File: src/rtl/level_debounce.sv
// Level debouncer: synchronises a raw level and only passes changes that hold for MIN_HIGH/MIN_LOW cycles.
// Latency: a sustained change on d shows on q after SYNC_STAGES + N clock edges, where N is the width for the new level.
// Backpressure: none. This is a free-running stream stage, so rejected candidates are only reported via glitch/glitch_cnt.
//
// Ports:
//   clock, rst_n      - rising-edge clock, asynchronous active-low reset
//   d                 - raw level, may be asynchronous to clock
//   glitch_clr        - synchronous clear of glitch_cnt (wins over a same-cycle increment)
//   q                 - debounced level
//   q_raising/falling - one-cycle strobes coinciding with the first cycle of the new q
//   glitch            - one-cycle strobe when a candidate change is rejected
//   glitch_cnt        - saturating count of rejected candidates
//   busy              - registered, high while a candidate is being qualified
module level_debounce #(
    parameter int SYNC_STAGES = 2,
    parameter int MIN_HIGH    = 100,
    parameter int MIN_LOW     = 100
) (
    input  logic        clock,
    input  logic        rst_n,
    input  logic        d,
    input  logic        glitch_clr,
    output logic        q,
    output logic        q_raising,
    output logic        q_falling,
    output logic        glitch,
    output logic [15:0] glitch_cnt,
    output logic        busy
);

    localparam int MAX_N  = (MIN_HIGH > MIN_LOW) ? MIN_HIGH : MIN_LOW;
    localparam int CW_RAW = $clog2(MAX_N + 1);
    // The counter only ever reaches N-1 (<= 4095), so 12 bits is enough even for N = 4096.
    localparam int CW     = (CW_RAW > 12) ? 12 : ((CW_RAW < 1) ? 1 : CW_RAW);

    typedef enum logic {
        STABLE  = 1'b0,
        QUALIFY = 1'b1
    } state_t;

    state_t                 state;
    logic [SYNC_STAGES-1:0] sync_chain;
    logic [CW-1:0]          cnt;
    logic                   sd;
    logic [CW-1:0]          target;

    assign sd = sync_chain[SYNC_STAGES-1];

    // Terminal count for the candidate level: qualification completes when cnt reaches N-1.
    assign target = sd ? CW'(MIN_HIGH - 1) : CW'(MIN_LOW - 1);

    always_ff @(posedge clock or negedge rst_n) begin
        if (!rst_n) begin
            sync_chain <= '0;
        end else begin
            sync_chain[0] <= d;
            for (int i = 1; i < SYNC_STAGES; i++) begin
                sync_chain[i] <= sync_chain[i-1];
            end
        end
    end

    always_ff @(posedge clock or negedge rst_n) begin
        if (!rst_n) begin
            state      <= STABLE;
            cnt        <= '0;
            q          <= 1'b0;
            q_raising  <= 1'b0;
            q_falling  <= 1'b0;
            glitch     <= 1'b0;
            glitch_cnt <= '0;
            busy       <= 1'b0;
        end else begin
            q_raising <= 1'b0;
            q_falling <= 1'b0;
            glitch    <= 1'b0;

            case (state)
                STABLE: begin
                    if (sd != q) begin
                        if (target == '0) begin
                            // Width of one cycle: accept immediately without visiting QUALIFY.
                            q         <= sd;
                            q_raising <= sd;
                            q_falling <= ~sd;
                            cnt       <= '0;
                        end else begin
                            cnt   <= CW'(1);
                            state <= QUALIFY;
                            busy  <= 1'b1;
                        end
                    end else begin
                        cnt <= '0;
                    end
                end

                QUALIFY: begin
                    if (sd != q) begin
                        if (cnt == target) begin
                            q         <= sd;
                            q_raising <= sd;
                            q_falling <= ~sd;
                            cnt       <= '0;
                            state     <= STABLE;
                            busy      <= 1'b0;
                        end else begin
                            cnt <= cnt + CW'(1);
                        end
                    end else begin
                        // Level returned before the minimum width: reject, restart from scratch next time.
                        glitch <= 1'b1;
                        cnt    <= '0;
                        state  <= STABLE;
                        busy   <= 1'b0;
                        if (glitch_cnt != 16'hFFFF) begin
                            glitch_cnt <= glitch_cnt + 16'd1;
                        end
                    end
                end

                default: begin
                    state <= STABLE;
                    cnt   <= '0;
                    busy  <= 1'b0;
                end
            endcase

            // Clear overrides any increment issued above in the same cycle.
            if (glitch_clr) begin
                glitch_cnt <= '0;
            end
        end
    end

endmodule

File: config.mk
export PLATFORM = sky130hd
export DESIGN_NAME = level_debounce
export DESIGN_NICKNAME = d
export VERILOG_FILES = /design/src/rtl/level_debounce.sv
export SDC_FILE = /design/constraint.sdc
export NUM_CORES = 1
export LEC_CHECK = 0
export CAP_MARGIN = 20
export CORE_MARGIN = 4
export CORE_UTILIZATION = 52
export DETAILED_ROUTE_END_ITERATION = 6
export PLACE_DENSITY = 0.78
export SLEW_MARGIN = 10
export SYNTH_ARGS = -nofsm -noshare
export SYNTH_HDL_FRONTEND = slang
export SYNTH_SLANG_ARGS = --single-unit
File: constraint.sdc
create_clock -name clock -period 2.6 [get_ports clock]
set_clock_uncertainty 0.05 [all_clocks]
set_input_delay 0.52 -clock clock [delete_from_list [all_inputs] [get_ports clock]]
set_output_delay 0.52 -clock clock [all_outputs]
set_load 0.005 [all_outputs]
==> results_dict.tcl <==
set metrics [dict create \
    gr-usage-met2_pct 26.9 \
    first_pass_iters 4 \
    cellLeakagePower_uw 0.000719 \
    post-route-min-period_ns 2.15 \
    finalSetupTns_ns 0 \
    post-cts-setup-buffers 0 \
    h-tree-depth 2 \
    syn_inst 149 \
    cts.sinks 31 \
    synthArstFlopShare_pct 100 \
    ys.flop_type "dfrtp_1" \
    grt_pass1_wl_mm 5.46 \
    crit_required_ns 2.76 \
    worst_slack_ns 0.448 \
    synthesis.nets 155 \
    yosysTopAreaCell "dfrtp_1" \
    clk_pin_slew_ns 0.10 \
    drtAntennaViolNets 0 \
    fp.dieW_um 62.2 \
    finalHoldViolations 0 \
    num_rows 19 \
    drc 0 \
    cts_tree "yes" \
    grt_use_met1_pct 21.6 \
    busiest_layer "met2" \
    max_slew_margin_pct 57.1 \
    avgSynthCellArea_um2 10.2 \
    yosysSeqAreaShare_pct 50.9 \
    synthToLayoutAreaGrowth_pct 20.3 \
    nNetsFinal 180 \
    max_freq_ghz 0.465 \
    status "completed" \
    grt_pass1_vias 1214 \
    maxCapViolCount 0 \
    synth.top_cell.area_share_pct 50.9 \
    io_pins 25 \
    end_kind "flop" \
    core-area_mm2 0.00278 \
    rsz0062_at_grt "false" \
    worstSetupPathType "flop to flop" \
    ys_warn_count 0 \
    grt_util_met3_pct 5.77 \
    syn-cell-area_mm2 0.00153 \
    routed_wl_mm 3.18 \
    fillers 224 \
    n_antenna_cell 0 \
    setup_violations 0 \
    cts_hold_buf 0 \
    synth_commonest_cells "dfrtp_1 (31), a21oi_1 (16), or4_1 (11)" \
    synth_most_common_cell "dfrtp_1" \
    hold_path.class "flop to flop" \
    stdcell_count 205 \
    drtIter0Drc 87 \
    grtUsageTotal_pct 17.3 \
    start_util_pct 54.8 \
    io_buffers 24 \
    yosysUniqueCellTypes 38 \
    synth_edf_count 0 \
    gp_congestion 0.771 \
    ir_drop_v 0.000335 \
    grt_overflow 0 \
    powerDensity_mw_per_mm2 455 \
    clk_latency_ns 0.33 \
    viasPerCell 6.20 \
    vias 1270 \
    dieArea_mm2 0.00386 \
    cp_top_family "simple AND/OR/NAND/NOR gates" \
    slowest_stage "dfrtp_1" \
    fp.dieH_um 62.2 \
    cp_num_buf_inv 0 \
    wl_per_cell_um 15.5 \
    critPathMaxStageDelay_ns 0.44 \
    ctsResizeCount 0 \
    cpMostUsedCell "and4_1" \
    antenna_found_initial 0 \
    netlist_top_cells_area "dfrtp_1 (51%), or4_1 (5.4%), a21oi_1 (5.3%)" \
    clockBufferDepth 2 \
    placedCellCount 198 \
    tightestPinTransition_ns 0.643 \
    grt_max_degree 32 \
    start_kind "flop" \
    place_ws_ns 0.499 \
    hpwl_mm 2.17 \
    worst-path-max-fanout 23 \
    numCtsBuffers 5 \
    ys_ff_latch 31 \
    drive_above_1_share_pct 10.3 \
    finalMaxSlewViolations 0 \
    crit_arrival_ns 2.31 \
    root_buffer "clkbuf_4" \
    finalCritPeriodShare_pct 82.8 \
    cp_cell_sequence "ha_1 -> and4_1 -> and4_1 -> nor4_1 -> mux2_2" \
]
[worst register-to-register path, cell delays in order, from the launching register on]
cell	delay, ns
dfrtp_1	0.44
ha_1	0.24
and4_1	0.19
and4_1	0.37
nor4_1	0.37
mux2_2	0.38
[worst paths after layout]
check | startpoint | end | slack (ns) | cells after the start
worst max-delay path | glitch_cnt[0] | glitch_cnt[13] | 0.45 | 5
worst min-delay path | sync_chain[0] | sync_chain[1] | 0.31 | 0
worst max register to register | glitch_cnt[0] | glitch_cnt[13] | 0.45 | 5
worst min register to register | sync_chain[0] | sync_chain[1] | 0.31 | 0
max in group asynchronous | rst_n | glitch | 1.69 | 2
min in group asynchronous | rst_n | cnt[5] | 0.52 | 2
[layer usage]
metal | routed length (µm) | part of all wire (%)
met5 | 0 | 0
met1 | 1400 | 44
met3 | 194 | 6.1
met4 | 57 | 1.8
met2 | 1520 | 48
[sequential cells by signal, indices dropped and copies added, names as in the netlist]
signal / cells
q_raising: 1
q_falling: 1
state: 1
glitch: 1
busy: 1
q: 1
cnt: 7
sync_chain: 2
glitch_cnt: 16
[cell families (layout without fill, tap and decap cells)]
family	after synthesis	count (layout)	synth area share, %
AOI/OAI and AO/OA	35	35	13.9
xor gates and xnor gates	6	6	3.94
adders and majority gates	2	2	1.64
buffers and inverters	12	37	3.69
DFF	31	31	50.9
muxes	2	2	1.48
and+or+nand+nor	61	61	24.5
[where the power goes]
| group | total [µW] | switching [µW] | internal, µW | leakage, µW |
|---|---|---|---|---|
| clock network | 288 | 163 | 125 | 0.0000341 |
| logic | 47.6 | 26.8 | 20.9 | 0.000265 |
| registers | 498 | 7.71 | 490 | 0.000420 |
| total | 834 | 198 | 636 | 0.000719 |
[through the flow]
| stage | cell area [µm²] | util, % | total power (µW) | hold WS (ns) |
|---|---|---|---|---|
| after floorplan | 1530 | - | 528 | 0.174 |
| after global placement | 1780 | 63.9 | 554 | 0.283 |
| after detailed placement | 1780 | 63.9 | 556 | 0.303 |
| after CTS | 1830 | 65.9 | 837 | 0.323 |
| after global routing | 1830 | 65.9 | 869 | 0.325 |
| final | 1830 | 65.9 | 834 | 0.313 |
[cell usage in the layout (no fill, tap or decap), types with 2 or more instances in the layout]
cell | netlist | routed
dfrtp_1 | 31 | 31
clkdlybuf4s50_1 | 0 | 24
a21oi_1 | 16 | 16
or4_1 | 11 | 11
nor2_1 | 9 | 9
nand2_1 | 9 | 9
o31ai_1 | 9 | 9
nand3_1 | 8 | 8
and4_1 | 5 | 5
o21ai_0 | 5 | 5
clkbuf_4 | 0 | 5
inv_1 | 4 | 4
xnor2_1 | 3 | 3
nand4_1 | 3 | 3
xor2_1 | 2 | 2
o21a_1 | 2 | 2
nor3b_1 | 2 | 2
mux2_2 | 2 | 2
or3_1 | 2 | 2
or3_2 | 2 | 2
ha_1 | 2 | 2
buf_4 | 0 | 2
[cell type report]
| cell class | count | area, µm² | area share [%] |
|---|---|---|---|
| clock buffers | 6 | 51.3 | 2.80 |
| well taps | 31 | 38.8 | 2.11 |
| multi-input cells | 106 | 693 | 37.8 |
| clock inverters | 1 | 5.00 | 0.273 |
| inverters | 4 | 15.0 | 0.819 |
| repair buffers | 26 | 255 | 13.9 |
| flip-flops and latches | 31 | 776 | 42.3 |
Note: power is estimated with default switching activity, not from simulation.
